==> src/rtl/ieeedrv_host.sv <==
// ============================================================================
// Module   : ieeedrv_host
// Purpose  : Host-side IEEE-488 engine (controller / talker / listener).
//            Runs the 3-wire DAV/NRFD/NDAC handshake on the shared bus from
//            byte-level commands and returns received bytes and status.
// Revision : 1.0 - initial release
// ============================================================================
`default_nettype none

package ieeedrv_pkg;
  // One bit per bus line; 1 = line asserted (electrically low).
  typedef struct packed {
    logic [7:0] data;
    logic       atn;
    logic       dav;
    logic       nrfd;
    logic       ndac;
    logic       eoi;
    logic       ifc;
    logic       srq;
    logic       ren;
  } st_ieee_bus;
endpackage

module ieeedrv_host
  import ieeedrv_pkg::*;
#(
  parameter logic [15:0] TIMEOUT = 16'd64000,
  parameter logic [3:0]  SETTLE  = 4'd2
) (
  input  logic       clk_sys,
  input  logic       reset,
  input  logic       ce,
  input  st_ieee_bus bus_i,
  output st_ieee_bus bus_o,
  input  logic       cmd_valid,
  output logic       cmd_ready,
  input  logic [1:0] cmd_op,
  input  logic [7:0] cmd_data,
  input  logic       cmd_eoi,
  output logic       rsp_valid,
  output logic [7:0] rsp_data,
  output logic       rsp_eoi,
  output logic [1:0] rsp_err
);

  localparam logic [3:0] S_IDLE    = 4'd0;
  localparam logic [3:0] S_SETUP   = 4'd1;
  localparam logic [3:0] S_CHECK   = 4'd2;
  localparam logic [3:0] S_WAITRFD = 4'd3;
  localparam logic [3:0] S_WAITDAC = 4'd4;
  localparam logic [3:0] S_RXRDY   = 4'd5;
  localparam logic [3:0] S_RXDAV   = 4'd6;
  localparam logic [3:0] S_RXNDAV  = 4'd7;
  localparam logic [3:0] S_TURN    = 4'd8;
  localparam logic [3:0] S_DONE    = 4'd9;

  localparam logic [1:0] OP_ATN  = 2'd0;
  localparam logic [1:0] OP_DATA = 2'd1;
  localparam logic [1:0] OP_RX   = 2'd2;

  localparam logic [1:0] ERR_OK    = 2'd0;
  localparam logic [1:0] ERR_NODEV = 2'd1;
  localparam logic [1:0] ERR_TMO   = 2'd2;

  // Talker-turnaround length in ce ticks.
  localparam logic [3:0] C_TURN_TICKS = 4'd2;

  logic [3:0]  state_q, state_d;
  logic [15:0] timer_q, timer_d;
  logic [3:0]  cnt_q, cnt_d;
  logic [1:0]  op_q, op_d;
  logic        atn_q, atn_d, dav_q, dav_d, nrfd_q, nrfd_d, ndac_q, ndac_d, eoi_q, eoi_d;
  logic [7:0]  data_q, data_d;
  logic        ready_q, ready_d;
  logic [7:0]  rsp_data_q, rsp_data_d;
  logic        rsp_eoi_q, rsp_eoi_d;
  logic [1:0]  err_q, err_d;

  logic [15:0] w_timer_inc;
  logic        w_expired;
  logic [3:0]  w_cnt_inc;
  logic        w_wait_state;
  logic        w_tmo_fire;
  logic        w_unused_bits;

  // Timer saturates at the compare value so it can never wrap.
  assign w_timer_inc  = (timer_q == TIMEOUT) ? timer_q : timer_q + 16'd1;
  assign w_expired    = (timer_q == TIMEOUT) || (w_timer_inc == TIMEOUT);
  assign w_cnt_inc    = cnt_q + 4'd1;
  assign w_wait_state = (state_q == S_WAITRFD) || (state_q == S_WAITDAC) ||
                        (state_q == S_RXDAV)   || (state_q == S_RXNDAV);
  // SRQ/REN are not serviced and our own ATN is never read back from the bus.
  assign w_unused_bits = ^{bus_i.atn, bus_i.srq, bus_i.ren};

  // Next-state logic: handshake sequencing, ce-gated except DONE -> IDLE.
  always_comb begin
    state_d    = state_q;
    timer_d    = timer_q;
    cnt_d      = cnt_q;
    op_d       = op_q;
    atn_d      = atn_q;
    dav_d      = dav_q;
    nrfd_d     = nrfd_q;
    ndac_d     = ndac_q;
    eoi_d      = eoi_q;
    data_d     = data_q;
    ready_d    = ready_q;
    rsp_data_d = rsp_data_q;
    rsp_eoi_d  = rsp_eoi_q;
    err_d      = err_q;
    w_tmo_fire = 1'b0;

    if (state_q == S_DONE) begin
      // DONE lasts one clk_sys cycle so rsp_valid is a single-cycle pulse.
      state_d = S_IDLE;
      ready_d = 1'b1;
    end else if (ce) begin
      if (bus_i.ifc && (state_q != S_IDLE)) begin
        atn_d   = 1'b0;
        dav_d   = 1'b0;
        nrfd_d  = 1'b0;
        ndac_d  = 1'b0;
        eoi_d   = 1'b0;
        data_d  = 8'h00;
        err_d   = ERR_TMO;
        state_d = S_DONE;
      end else begin
        case (state_q)
          S_IDLE: begin
            if (!ready_q) begin
              ready_d = 1'b1;
            end else if (cmd_valid) begin
              ready_d = 1'b0;
              op_d    = cmd_op;
              cnt_d   = 4'd0;
              if (cmd_op == OP_RX) begin
                state_d = S_RXRDY;
              end else if (cmd_op[1]) begin
                atn_d   = 1'b0;
                ndac_d  = 1'b1;
                state_d = S_TURN;
              end else begin
                atn_d   = (cmd_op == OP_ATN) ? 1'b1 : atn_q;
                eoi_d   = (cmd_op == OP_DATA) ? cmd_eoi : 1'b0;
                data_d  = cmd_data;
                nrfd_d  = 1'b0;
                ndac_d  = 1'b0;
                state_d = S_SETUP;
              end
            end
          end
          S_SETUP: begin
            cnt_d = w_cnt_inc;
            if (w_cnt_inc >= SETTLE) state_d = S_CHECK;
          end
          S_CHECK: begin
            if (!bus_i.nrfd && !bus_i.ndac) begin
              data_d  = 8'h00;
              eoi_d   = 1'b0;
              err_d   = ERR_NODEV;
              state_d = S_DONE;
            end else begin
              state_d = S_WAITRFD;
            end
          end
          S_WAITRFD: begin
            if (!bus_i.nrfd) begin
              dav_d   = 1'b1;
              state_d = S_WAITDAC;
            end else if (w_expired) begin
              w_tmo_fire = 1'b1;
            end
          end
          S_WAITDAC: begin
            if (!bus_i.ndac) begin
              dav_d   = 1'b0;
              data_d  = 8'h00;
              eoi_d   = 1'b0;
              err_d   = ERR_OK;
              state_d = S_DONE;
            end else if (w_expired) begin
              w_tmo_fire = 1'b1;
            end
          end
          S_RXRDY: begin
            ndac_d  = 1'b1;
            nrfd_d  = 1'b0;
            state_d = S_RXDAV;
          end
          S_RXDAV: begin
            if (bus_i.dav) begin
              rsp_data_d = bus_i.data;
              rsp_eoi_d  = bus_i.eoi;
              nrfd_d     = 1'b1;
              ndac_d     = 1'b0;
              state_d    = S_RXNDAV;
            end else if (w_expired) begin
              w_tmo_fire = 1'b1;
            end
          end
          S_RXNDAV: begin
            if (!bus_i.dav) begin
              ndac_d  = 1'b1;
              err_d   = ERR_OK;
              state_d = S_DONE;
            end else if (w_expired) begin
              w_tmo_fire = 1'b1;
            end
          end
          S_TURN: begin
            cnt_d = w_cnt_inc;
            if (w_cnt_inc >= C_TURN_TICKS) begin
              err_d   = ERR_OK;
              state_d = S_DONE;
            end
          end
          default: state_d = S_IDLE;
        endcase

        // Timeout keeps NDAC so a stalled talker stays held off.
        if (w_tmo_fire) begin
          dav_d   = 1'b0;
          data_d  = 8'h00;
          eoi_d   = 1'b0;
          nrfd_d  = 1'b0;
          if (op_q == OP_ATN) atn_d = 1'b0;
          err_d   = ERR_TMO;
          state_d = S_DONE;
        end
      end
    end

    if (state_d != state_q) begin
      timer_d = 16'd0;
    end else if (ce && w_wait_state) begin
      timer_d = w_timer_inc;
    end
  end

  // State and bus-drive registers; reset releases every line at once.
  always_ff @(posedge clk_sys) begin
    if (reset) begin
      state_q    <= S_IDLE;
      timer_q    <= 16'd0;
      cnt_q      <= 4'd0;
      op_q       <= 2'd0;
      atn_q      <= 1'b0;
      dav_q      <= 1'b0;
      nrfd_q     <= 1'b0;
      ndac_q     <= 1'b0;
      eoi_q      <= 1'b0;
      data_q     <= 8'h00;
      ready_q    <= 1'b0;
      rsp_data_q <= 8'h00;
      rsp_eoi_q  <= 1'b0;
      err_q      <= 2'd0;
    end else begin
      state_q    <= state_d;
      timer_q    <= timer_d;
      cnt_q      <= cnt_d;
      op_q       <= op_d;
      atn_q      <= atn_d;
      dav_q      <= dav_d;
      nrfd_q     <= nrfd_d;
      ndac_q     <= ndac_d;
      eoi_q      <= eoi_d;
      data_q     <= data_d;
      ready_q    <= ready_d;
      rsp_data_q <= rsp_data_d;
      rsp_eoi_q  <= rsp_eoi_d;
      err_q      <= err_d;
    end
  end

  // Bus drive assembly; SRQ, REN and IFC are never driven by this node.
  always_comb begin
    bus_o      = '0;
    bus_o.data = data_q;
    bus_o.atn  = atn_q;
    bus_o.dav  = dav_q;
    bus_o.nrfd = nrfd_q;
    bus_o.ndac = ndac_q;
    bus_o.eoi  = eoi_q;
  end

  assign cmd_ready = ready_q;
  assign rsp_valid = (state_q == S_DONE);
  assign rsp_data  = rsp_data_q;
  assign rsp_eoi   = rsp_eoi_q;
  assign rsp_err   = err_q;

endmodule

`default_nettype wire

==> config.mk <==
export PLATFORM = sky130hd
export DESIGN_NAME = ieeedrv_host
export DESIGN_NICKNAME = d
export VERILOG_FILES = /design/src/rtl/ieeedrv_host.sv
export SDC_FILE = /design/constraint.sdc
export NUM_CORES = 1
export LEC_CHECK = 0
export BUFFER_PORTS_ARGS = -buffer_cell sky130_fd_sc_hd__buf_2
export CAP_MARGIN = 15
export CELL_PAD_IN_SITES_DETAIL_PLACEMENT = 1
export CELL_PAD_IN_SITES_GLOBAL_PLACEMENT = 1
export CORE_ASPECT_RATIO = 1.25
export CORE_UTILIZATION = 41
export DETAILED_ROUTE_END_ITERATION = 7
export HOLD_SLACK_MARGIN = 0.15
export PLACE_DENSITY = 0.89
export SLEW_MARGIN = 0
export SYNTH_ARGS = -nofsm -noshare
export SYNTH_HDL_FRONTEND = slang
export SYNTH_SLANG_ARGS = --single-unit
export TNS_END_PERCENT = 30
==> constraint.sdc <==
create_clock -name clk_sys -period 3.5 [get_ports clk_sys]
set_input_delay 0 -clock clk_sys [delete_from_list [all_inputs] [get_ports clk_sys]]
set_output_delay 0 -clock clk_sys [all_outputs]
set_load 0.01 [all_outputs]
**After elaboration in Yosys (flattened, before gate mapping)**

Index checks and enable logic that the tools add are counted.

- Add/sub/neg operators: 2
- Order comparisons: 1
- Eq/ne operators: 32
- Muxes and demuxes: 90
- Bitwise logic cells: 2
- Reductions and logical operators: 33

Operators with widths:

| operator | number |
|---|---|
| 4-bit 2-to-1 mux | 17 |
| 8-bit 2-to-1 mux | 8 |
| 1-bit 2-to-1 mux | 49 |
| 4-bit one-hot mux with 9 select lines | 1 |
| 16-bit equality test, second input constant | 2 |
| 4-bit != test, second input constant | 6 |
| 8-bit one-hot mux with 3 select lines | 1 |
| 16-bit by 1-bit adder with 16-bit output, second input constant | 1 |
| 4-bit by 3-bit equality test with 1-bit output, second input constant | 4 |
| 16-bit 2-to-1 mux | 1 |
| 4-bit by 2-bit != test with 1-bit output, second input constant | 4 |
| 8-bit AND reduction | 2 |
| 5-bit nonzero test | 3 |
| 2-bit 2-to-1 mux | 6 |
| 6-bit AND reduction | 2 |
| 5-bit AND reduction | 2 |
| 3-bit != test, second input constant | 3 |
| 9-bit AND reduction | 1 |
| 4-bit by 2-bit equality test with 1-bit output, second input constant | 2 |
| 4-bit equality test, second input constant | 2 |
| 1-bit one-hot mux with 4 select lines | 2 |
| 2-bit one-hot mux with 4 select lines | 1 |
| 4-bit one-hot mux with 2 select lines | 1 |
| 4-bit nonzero test | 2 |
| other kinds (22) | 37 |

- Flip-flop bits (word level): 51
- Input bits: 31
- Output and inout port bits: 29
- Logic and storage cells: 174

**Depth between registers and ports, before layout**

- Word-level depth: 16
- Depth in mapped cells: 11
- Depth with buffers taken out: 10

**Least setup slack after synthesis**

Ideal clock, no wire load.

- Kind: register -> register
- Start point: register timer_q[0]
- End point: register timer_q[10]
- Library setup time: 123 ps
- Arrival time: 2768 ps
- Data required time: 3377 ps
- Slack: 609 ps
- Cell stages (with the launch flop): 12
- Path buffers: 1
- Clock period less this slack: 2891 ps
- Cell sequence: dfxtp_1 -> clkinv_2 -> ha_1 -> nand3b_1 -> and4bb_2 -> or3_2 -> a2111oi_4 -> nand4_4 -> a21o_1 -> a41oi_4 -> buf_6 -> nor3_2

- Word-level cells in the longest chain between the ends: 16
- Elaborated cells on any way between the ends: 20
- Classes of those cells: add/sub (1); eq/ne (3); mux (14); reduce/logical (2)

RTL lines:

| what | RTL line | RTL |
|---|---|---|
| start: declaration | 70 | `logic [15:0] timer_q, timer_d;` |
| start signal: assignment | 260 | `timer_q <= timer_d;` |
| 16-bit by 1-bit adder with 16-bit output / 16-bit equality test (equally long branches) | 88, 89 |  |
| 16-bit 2-to-1 mux | 88 | `assign w_timer_inc = (timer_q == TIMEOUT) ? timer_q : timer_q + 16'd1;` |
| 16-bit equality test | 89 | `assign w_expired = (timer_q == TIMEOUT) \|\| (w_timer_inc == TIMEOUT);` |
| 1-bit logical OR | 89 |  |
| 1-bit 2-to-1 mux | n/a |  |
| 1-bit 2-to-1 mux (on tied branches) | n/a |  |
| 1-bit one-hot mux with 4 select lines | 129 | `case (state_q)` |
| 1-bit 2-to-1 mux | 119 | `if (bus_i.ifc && (state_q != S_IDLE)) begin` |
| 1-bit 2-to-1 mux | 118 | `end else if (ce) begin` |
| 1-bit 2-to-1 mux | 114 | `if (state_q == S_DONE) begin` |
| 4-bit 2-to-1 mux | 222 | `if (w_tmo_fire) begin` |
| 4-bit 2-to-1 mux | 119 |  |
| 4-bit 2-to-1 mux | 118 |  |
| 4-bit 2-to-1 mux | 114 |  |
| 4-bit != test | 234 | `if (state_d != state_q) begin` |
| 2-bit OR reduction (no line) | n/a |  |

Several ways; a longest one is shown, not always the timed one. The select of a mux whose other input is x is not followed.
A chain may end at the register's enable or synchronous reset.

**Worst setup path in the final report**

- Start point: register timer_q[0]
- End point: register timer_q[0]

The elaborated chain is that of the path after synthesis.

==> results.tsv <==
stage	metric	value	unit
timing	finalCritPeriodShare	0.9365	
timing	hold_slack	0.1666	ns
synthesis	netlist.top_cell.by_area	dfxtp_1	
critical_path	path_max_fanout	16	
global_route	grt_start_max_net_pins	38	
synthesis	synth.area.top_cells	dfxtp_1, nor2_1, a21oi_1, nand3_1, nand2_1	
drt	drt_first_pass_iters	4	
timing	rsz0062_at_grt	no	
floorplanning	core_area	7928	um2
timing	fin_tns_setup	0	ns
power	p_per_area	315.4	nW/um2
drt	dr_total_vias	3527	
clock_network	numClockSinks	51	
clock_network	root_buffer	clkbuf_8	
timing	slew_headroom	0.4262	
job	maxCapViolCount	0	
synthesis	syn_area	3405	um2
status	status	completed	
final_layout	finish.instance_area	3931	um2
hold_path	hold_path.class	input pin to register	
placement	placed_area	3612	um2
timing	slew_viol_final	0	
synthesis	synth_top_area_frac	0.2999	
placement	io_buffers	53	
critical_path	r2r-end	timer_q[0]	
synthesis	synthCells	438	
synthesis	ys_seq_area_frac	0.2999	
final_layout	syn_to_final_growth	15.47	%
critical_path	cp_data_arrival_time	3.49	ns
final_layout	seqCellArea	1021	um2
placement	dp_slack	0.3307	ns
floorplanning	ios	60	
clock_network	clockBufferDepth	2	
placement	gp_congestion	0.9153	
critical_path	crit_path_end_kind	register	
timing	max_freq	305.1	MHz
power	p_leak	1.510	nW
synthesis	syn_area_per_cell	7.773	um2
synthesis	synth_most_common_cell	dfxtp_1	
drt	wirelength	11.29	mm
timing	final_hold_viol_count	0	
global_route	grt_first_pass_wirelength	18.75	mm
final_layout	drive_above_1_share	0.1927	
final_layout	multi_input_area	2116	um2
critical_path	r2r.worst_path.cells	11	
clock_network	clkLatencyLatePin	0.34	ns
global_route	grt_overflow	0	
clock_network	htreeDepth	2	
timing	finClkSkew	0.01669	ns
drt	drtIter0Drc	210	
floorplanning	die_h	103.9	um
drt	drc	0	
floorplanning	rows	36	
critical_path	r2r_start	timer_q[0]	
critical_path	path_class	register to register	
timing	setup_ws	0.2224	ns
global_route	grt_pass1_vias	3570	
synthesis	synth_commonest_cells	dfxtp_1, nor2_1, nand2_1, a21oi_1, nand3_1	
critical_path	crit_path_end	timer_q[0]	
drt	routedWlPerCell	19.16	um
final_layout	nNetsFinal	527	
synthesis	ys_ff_latch	51	
clock_network	clkTransAtPathRegs	0.11	ns
critical_path	r2r_slack	0.22	ns
clock_network	cts_made_buffers	5	
floorplanning	die_area	8675	um2
power	vdd_drop_max	0.0001700	V
synthesis	synth_edf_count	0	
critical_path	crit_required	3.71	ns
clock_network	cts_tree	done	
global_route	antenna_found_initial	1	
drt	ant_nets	0	
drt	drt-vias-per-instance	5.988	
synthesis	async_reset_ff_frac	0	
synthesis	ys_warn_count	0	
clock_network	post_cts_resize_count	0	
final_layout	fillCellCount	988	
global_route	grt_use_total	0.2683	
timing	post-route-min-period	3.278	ns
timing	finalSetupViolCount	0	
floorplanning	start_util	0.4295	
synthesis	synthFlopType	dfxtp_1	
synthesis	synth_cell_types	69	
critical_path	start_kind	register	
critical_path	crit_start	timer_q[0]	
placement	place_hpwl	7.270	mm
timing	worst_pin_slew	0.8596	ns
floorplanning	dieWidth	83.51	um
how the worst min path moves through the flow:
stage,from,end,depth (start not counted)
floorplan,cmd_data[0],data_q[0],2
global placement,cmd_data[7],data_q[7],3
detailed placement,cmd_data[3],data_q[3],3
CTS,cmd_valid,cmd_ready,4
global route,cmd_valid,cmd_ready,4
finish,cmd_valid,cmd_ready,4
cells by family after synthesis:
family / Yosys count / share of synthesized area
AOI/OAI and AO/OA: 99 / 0.1907
buffers and inverters: 49 / 0.08085
muxes: 11 / 0.03234
and+or+nand+nor: 202 / 0.3264
DFF: 51 / 0.2999
xor gates and xnor gates: 21 / 0.05402
other: 1 / 0.001101
adders and majority gates: 4 / 0.01470
power by group:
group | internal (W) | switching [W]
clock | 0.000148 | 0.000256
combinational | 0.0000853 | 0.000138
sequential | 0.000592 | 0.0000203
total | 0.000826 | 0.000414
flip-flops by register name (all words and copies together) (netlist names):
signal and count:
data_q 8, dav_q 1, state_q 4, rsp_eoi 1, timer_q 16, atn_q 1
eoi_q 1, cmd_ready 1, nrfd_q 1, ndac_q 1, rsp_err 2, cnt_q 4
rsp_data 8, op_q 2
critical path, stage by stage, from the launching register on:
cell       delay (ns)
dfxtp_1          0.44
clkinv_2         0.12
ha_1             0.23
nand3b_1         0.12
and4bb_2         0.27
or3_2            0.45
a2111oi_4        0.41
nand4_4          0.25
a21o_1           0.27
a41oi_4          0.23
buf_4            0.28
nor3_1           0.09
metrics by stage:
step | std cells | total power, W | utilization
2_1_floorplan | 440 | 0.0007627 | -
3_3_place_gp | 558 | 0.0008133 | 0.4557
3_5_place_dp | 558 | 0.0008216 | 0.4557
4_1_cts | 588 | 0.001223 | 0.4956
5_1_grt | 589 | 0.001296 | 0.4959
6_report | 589 | 0.001240 | 0.4959
per-layer routing:
layer	vias up	track usage	wire length [um]
met5	-	0	0
met4	0	0.1562	628
met3	45	0.04206	417
met2	100	0.4707	5786
met1	1722	0.3060	4453
li1	1660	-	-
timing repair:
item	4_1_cts	5_1_grt
hold endpoints to repair	25	0
setup buffers	0	0
hold buffers	22	0
layout by cell type (no fill, tap or decap), types with 11 or more instances in the layout:
master         netlist  routed
inv_1               12      12
o21ai_1             16      16
buf_2                3      53
a21oi_1             33      33
dfxtp_1             51      51
nand2_1             37      37
nor3_1              14      14
dlygate4sd3_1        0      22
nor2_1              46      46
nand3_1             28      28
o21ai_0             15      15
mux2i_1             11      11
nand4_1             11      11
xor2_1              11      11
area by class of cell:
cell class,instances,area share
well taps,95,0.03024
diodes,1,0.0006365
flip-flops and latches,51,0.2597
multi-input cells,340,0.5382
clock inverters,3,0.007002
repair buffers,80,0.1330
inverters,14,0.01369
clock buffers,5,0.01750
No activity file was read; power rests on OpenSTA's default activity.
